`config.mk`:
```
export PLATFORM = sky130hd
export DESIGN_NAME = ex_wb_stage
export DESIGN_NICKNAME = d
export VERILOG_FILES = /design/src/rtl/ex_wb_stage.sv
export SDC_FILE = /design/constraint.sdc
export NUM_CORES = 1
export LEC_CHECK = 0
export CORE_MARGIN = 2
export CORE_UTILIZATION = 52
export DETAILED_ROUTE_END_ITERATION = 12
export GPL_TIMING_DRIVEN = 1
export PLACE_DENSITY_LB_ADDON = 0.15
export SETUP_SLACK_MARGIN = 0.05
export SLEW_MARGIN = 5
export SYNTH_ARGS = -nofsm -noshare
export SYNTH_HDL_FRONTEND = slang
export SYNTH_SLANG_ARGS = --single-unit
```
`constraint.sdc`:
```
create_clock -name clock_in -period 4.7 [get_ports clock_in]
set_input_delay 0.94 -clock clock_in [delete_from_list [all_inputs] [get_ports clock_in]]
set_output_delay 0.94 -clock clock_in [all_outputs]
set_load 0.02 [all_outputs]
```
`src/rtl/ex_wb_stage.sv`:
```
// ex_wb_stage: two-entry skid FIFO between the ALU and the register-file write port, with forwarding of the youngest entry
//   clock_in, reset_in (async, active-high)
//   upstream   : valid_in / ready_out, result_in, rd_addr_in, wb_en_in, flush_in
//   write-back : valid_out / ready_in, wb_data_out, wb_addr_out, wb_en_out
//   forwarding : fwd_valid_out, fwd_addr_out, fwd_data_out
//   status     : count_out (0..2)
module ex_wb_stage #(
    parameter int DATA_WIDTH     = 32,
    parameter int REG_ADDR_WIDTH = 5
) (
    input  logic                      clock_in,
    input  logic                      reset_in,
    input  logic                      valid_in,
    output logic                      ready_out,
    input  logic [DATA_WIDTH-1:0]     result_in,
    input  logic [REG_ADDR_WIDTH-1:0] rd_addr_in,
    input  logic                      wb_en_in,
    input  logic                      flush_in,
    output logic                      valid_out,
    input  logic                      ready_in,
    output logic [DATA_WIDTH-1:0]     wb_data_out,
    output logic [REG_ADDR_WIDTH-1:0] wb_addr_out,
    output logic                      wb_en_out,
    output logic                      fwd_valid_out,
    output logic [REG_ADDR_WIDTH-1:0] fwd_addr_out,
    output logic [DATA_WIDTH-1:0]     fwd_data_out,
    output logic [1:0]                count_out
);
    logic [1:0]                count;
    logic [DATA_WIDTH-1:0]     head_data, tail_data, y_data;
    logic [REG_ADDR_WIDTH-1:0] head_rd, tail_rd, y_rd;
    logic                      head_we, tail_we, y_we;
    logic                      push, pop, head_load, head_shift, tail_load;
    assign ready_out  = count != 2'd2;
    assign valid_out  = count != 2'd0;
    assign push       = valid_in & ready_out & ~flush_in;
    assign pop        = valid_out & ready_in;
    // incoming result goes straight to the head when it is (or is about to be) empty
    assign head_load  = push & (count == 2'd0 | (count == 2'd1 & pop));
    assign head_shift = pop & count == 2'd2;
    assign tail_load  = push & count == 2'd1 & ~pop;
    always_ff @(posedge clock_in or posedge reset_in) begin
        if (reset_in) begin
            count     <= '0;
            head_data <= '0;
            head_rd   <= '0;
            head_we   <= 1'b0;
            tail_data <= '0;
            tail_rd   <= '0;
            tail_we   <= 1'b0;
        end else begin
            count <= flush_in ? 2'd0 : count + {1'b0, push} - {1'b0, pop};
            if (head_load) begin
                head_data <= result_in;
                head_rd   <= rd_addr_in;
                head_we   <= wb_en_in;
            end else if (head_shift) begin
                head_data <= tail_data;
                head_rd   <= tail_rd;
                head_we   <= tail_we;
            end
            if (tail_load) begin
                tail_data <= result_in;
                tail_rd   <= rd_addr_in;
                tail_we   <= wb_en_in;
            end
        end
    end
    assign count_out     = count;
    assign wb_data_out   = head_data;
    assign wb_addr_out   = head_rd;
    assign wb_en_out     = valid_out & head_we & (head_rd != '0);
    assign y_data        = count == 2'd2 ? tail_data : head_data;
    assign y_rd          = count == 2'd2 ? tail_rd : head_rd;
    assign y_we          = count == 2'd2 ? tail_we : head_we;
    assign fwd_valid_out = valid_out & y_we & (y_rd != '0);
    assign fwd_addr_out  = fwd_valid_out ? y_rd : '0;
    assign fwd_data_out  = fwd_valid_out ? y_data : '0;
endmodule

```
### Yosys cells after proc, flatten, opt, wreduce, memory -nomap -nowiden

Cells that the tools add are included.
W data, S select, Z words.

* input bits: 43
* output and inout port bits: 80
* logic and storage cells: 44
* register bits: 78

* muxes and demuxes: 12
* bitwise logic cells: 15
* reductions and logical operators: 5
* add/subtract/negate cells: 2
* equality and inequality tests: 3

Operator list (number)
* $mux W32: 4
* $mux W5: 4
* $and A1 B1 Y1: 12
* $reduce_bool A5 Y1: 2
* $reduce_bool A2 Y1: 2
* $mux W1: 3
* $add A2 B1 Y2: 1
* $eq A2 B1 Y1 const B: 1
* $eq A2 B2 Y1 const B: 1
* $logic_not A2 Y1: 1
* $mux W2: 1
* $ne A2 B2 Y1 const B: 1
* $not A1 Y1: 2
* $sub A2 B1 Y2: 1
* $or A1 B1 Y1: 1

### Longest topological paths before layout

* depth after elaboration: 6
* depth in mapped cells: 10

### Least setup slack after synthesis

No wires, ideal clock.

* kind: flip-flop to output port
* start point: reg count[1] (netlist: count_out[1])
* end point: out fwd_data_out[29]
* cell stages (with the launch flop): 6
* path slack: 2.001 ns
* required time: 3.760 ns
* arrival: 1.759 ns
* cells stage by stage: dfrtp_1 nor2b_2 inv_1 clkbuf_1 o211ai_1 a21oi_1

* word-level cells in the longest chain between the ends: 5

Ends and longest elaborated chain
* start: declaration: line 29 `logic [1:0] count;`
* start signal: assignment: line 52 `count <= flush_in ? 2'd0 : count + {1'b0, push} - {1'b0, pop};`
* $eq A2 B2 Y1: line 73, 74, 75
* $mux W5 / $mux W1 (equally long branches): line 74, 75
* $reduce_bool A5 Y1 / $and A1 B1 Y1 (equally long branches): line 76 `assign fwd_valid_out = valid_out & y_we & (y_rd != '0);`
* $and A1 B1 Y1: line 76
* $mux W32 (*): line 78 `assign fwd_data_out = fwd_valid_out ? y_data : '0;`
* end: declaration: line 26 `output logic [DATA_WIDTH-1:0] fwd_data_out,`

Mark *: on every way between the ends. The rest lies on a longest branch, timed or not.

### Final worst setup path

* start point: reg count[1] (netlist: count_out[1])
* end point: out fwd_data_out[22]

Same word-level chain as after synthesis.

==> results.yml <==
place:
  place.detailed.hpwl_um: 7534
  dp_slack_ns: 0.9880
  io_buffers: 122
  gp_congestion: 0.8215
  placed_cell_area_mm2: 0.005515
critical_path:
  worst-r2r-cell-count: 10
  cp_slowest_cell: "inv_1"
  r2r_setup_slack_ns: 1.49
  startpoint: "count_out[1]"
  rr_startpoint: "count_out[1]"
  reg2reg_to: "count_out[1]"
  crit_end: "fwd_data_out[22]"
  cp.arrival_ns: 3.18
  worstPathRequired_ns: 3.76
  cp-end-kind: "output pin"
  critical_path_class: "flip-flop to output pin"
  slowest_delay_ns: 0.60
  crit_fanout: 29
  start_kind: "flip-flop"
  worstPathCellList: "nor2b_4 -> inv_1 -> buf_4 -> o211ai_1 -> a21oi_1 -> clkdlybuf4s50_1"
clock_network:
  cts_tree: "done"
  postCtsSetupBuffers: 0
  clockRootBuffer: "clkbuf_8"
  postCtsHoldBufs: 0
  cts.path.max_buffers: 2
  path_clk_slew_ns: 0.08
  clock-sinks: 78
  clk_latency_ns: 0.35
  cts_buffers: 9
  cts_max_level: 3
  post_cts_resized: 0
power_and_ir_drop:
  power.total_w: 0.003712
  power.density_mw_per_mm2: 644.3
  switching_share_pct: 43.05
  comb_power_share_pct: 47.4
  ir_drop_mv: 0.3903
  p_leak_nw: 2.399
  p_int_w: 0.002114
  p_switching_w: 0.001598
  seqPwrFrac_pct: 36.0
  clockPowerShare_pct: 16.6
cells_and_area:
  final_area_mm2: 0.005762
  layout-drive-gt1-share_pct: 17.54
  insertedDiodeCount: 0
  nNetsFinal: 519
  area_delta_synth_final_pct: 31.80
run_status:
  outcome: "completed"
synth:
  synth-seq-cells: 78
  syn_area_mm2: 0.004372
  yosysTopAreaCellShare_pct: 44.65
  synth_warnings: 0
  ys_seq_area_share_pct: 44.65
  netlist_top_cells_area: "dfrtp_1 (45%), a221o_1 (8.7%), o211ai_2 (8.6%)"
  synth_most_common_cell: "dfrtp_1"
  synthTopCellsByCount: "dfrtp_1 (78), a221o_1 (38), and3_1 (38)"
  synth-async-reset-ratio_pct: 100.0
  synthCells: 380
  synth_ff_type: "dfrtp_1"
  synth_nets: 425
  synth_top_area_cell: "dfrtp_1"
  synth_area_per_cell_um2: 11.50
  synth_cell_types: 32
  synth-edff-count: 0
global_route:
  grt_start_max_net_pins: 53
  grt_use_total_pct: 26.64
  overflow: 0
  grt_pass1_wl_um: 18640
  antenna_found_initial: 0
  first_global_vias: 3596
route:
  routed_wl_um: 12200
  ant_nets: 0
  remaining_drc_errors: 0
  detail_route.wl_per_cell_um: 20.90
  drt-pass1-iter-count: 4
  drt_iter0_markers: 249
  vias: 3738
  avgViaCountPerCell: 6.401
sta:
  hold_viol: 0
  rsz0062_at_grt: "false"
  setup_viol: 0
  worstMarginPinSlew_ns: 1.003
  whs_ns: 0.5354
  slew_headroom_pct: 33.08
  period_share_pct: 87.66
  fin_crit_ns: 4.120
  final.setup.worst_slack_ns: 0.5802
  fin_skew_ns: 0.007625
  drv_slew: 0
  setup_tns_ns: 0
  timing.fmax_mhz: 242.7
floorplanning:
  core_area_mm2: 0.008175
  die_w_um: 95.69
  io-pin-count: 123
  dieArea_mm2: 0.009157
  initial_core_util_pct: 53.47
  rows: 33
  die_h_um: 95.69
job:
  drv_cap: 0
hold_path:
  hp-class: "flip-flop to flip-flop"
through the flow:
| stage | instances | util, % |
|---|---|---|
| after floorplan | 380 | - |
| after global placement | 568 | 67.46 |
| after detailed placement | 568 | 67.46 |
| after CTS | 584 | 70.48 |
| after global routing | 584 | 70.48 |
| final | 584 | 70.48 |
metal layers:
layer	routed length [um]	part of all wire, %	GRT usage, %	vias to the layer above
met1	5150	42	35.41	1921
met3	751	6.2	4.150	11
li1	-	-	-	1672
met5	0	0	0	-
met4	166	1.4	9.524	0
met2	6135	50	44.35	134
power groups by stage:
stage / Combinational (W) / Clock, W / Sequential, W
floorplan: 0.00109 / 0 / 0.00136
global placement: 0.00172 / 0 / 0.00133
detailed placement: 0.00176 / 0 / 0.00134
CTS: 0.00177 / 0.000622 / 0.00133
global route: 0.00189 / 0.000647 / 0.00137
finish: 0.00176 / 0.000617 / 0.00134
registers in the layout, indices dropped and copies added (netlist names):
| register | flops |
|---|---|
| count_out | 2 |
| tail_data | 32 |
| tail_we | 1 |
| wb_data_out | 32 |
| tail_rd | 5 |
| head_we | 1 |
| wb_addr_out | 5 |
cells by family after synthesis:
kind of cell	share of synthesized area, %
compound gates	27.70
buf+inv	7.241
simple gates	9.846
xor+xnor	0.2004
flops	44.65
mux	9.788
fa+ha+maj	0.5723
critical path: cells and delay by family, from the launching register on:
kind                   cells  cell delay [ns]
buffers and inverters      3             1.54
AO/OA/AOI/OAI              2             0.20
AND/OR/NAND/NOR            1             0.55
flip-flops                 1             0.53
cells in the final DEF, fill, tap and decap left out, types with 3 or more instances in the layout:
master	synthesis	layout
a21oi_1	37	37
a221o_1	38	38
and3_1	38	38
buf_4	6	9
bufinv_16	0	3
clkbuf_8	0	9
clkdlybuf4s50_1	0	122
dfrtp_1	78	77
mux2_1	20	20
mux2_2	18	18
nand2_1	11	11
nor2_1	3	3
o211ai_1	34	34
o211ai_2	30	30
worst min path at each step:
stage / endpoint / slack, ns / from / cells after the start
3_5_place_dp: wb_data_out[31] / 0.52 / tail_data[31] / 1
6_report: wb_data_out[31] / 0.54 / tail_data[31] / 1
2_1_floorplan: tail_data[0] / 0.48 / tail_data[0] / 1
3_3_place_gp: wb_data_out[31] / 0.51 / tail_data[31] / 1
4_1_cts: wb_data_out[31] / 0.54 / tail_data[31] / 1
5_1_grt: wb_data_out[31] / 0.56 / tail_data[31] / 1
final cells by class:
type | instances | area [um2]
Fill cell | 622 | 2414
Multi-Input combinational cell | 251 | 2130
Sequential cell | 78 | 1953
Timing Repair Buffer | 131 | 1289
Tap cell | 105 | 131.4
Clock buffer | 9 | 123.9
Clock inverter | 7 | 122.6
Inverter | 3 | 12.51
No activity file was read; power rests on OpenSTA's default activity.
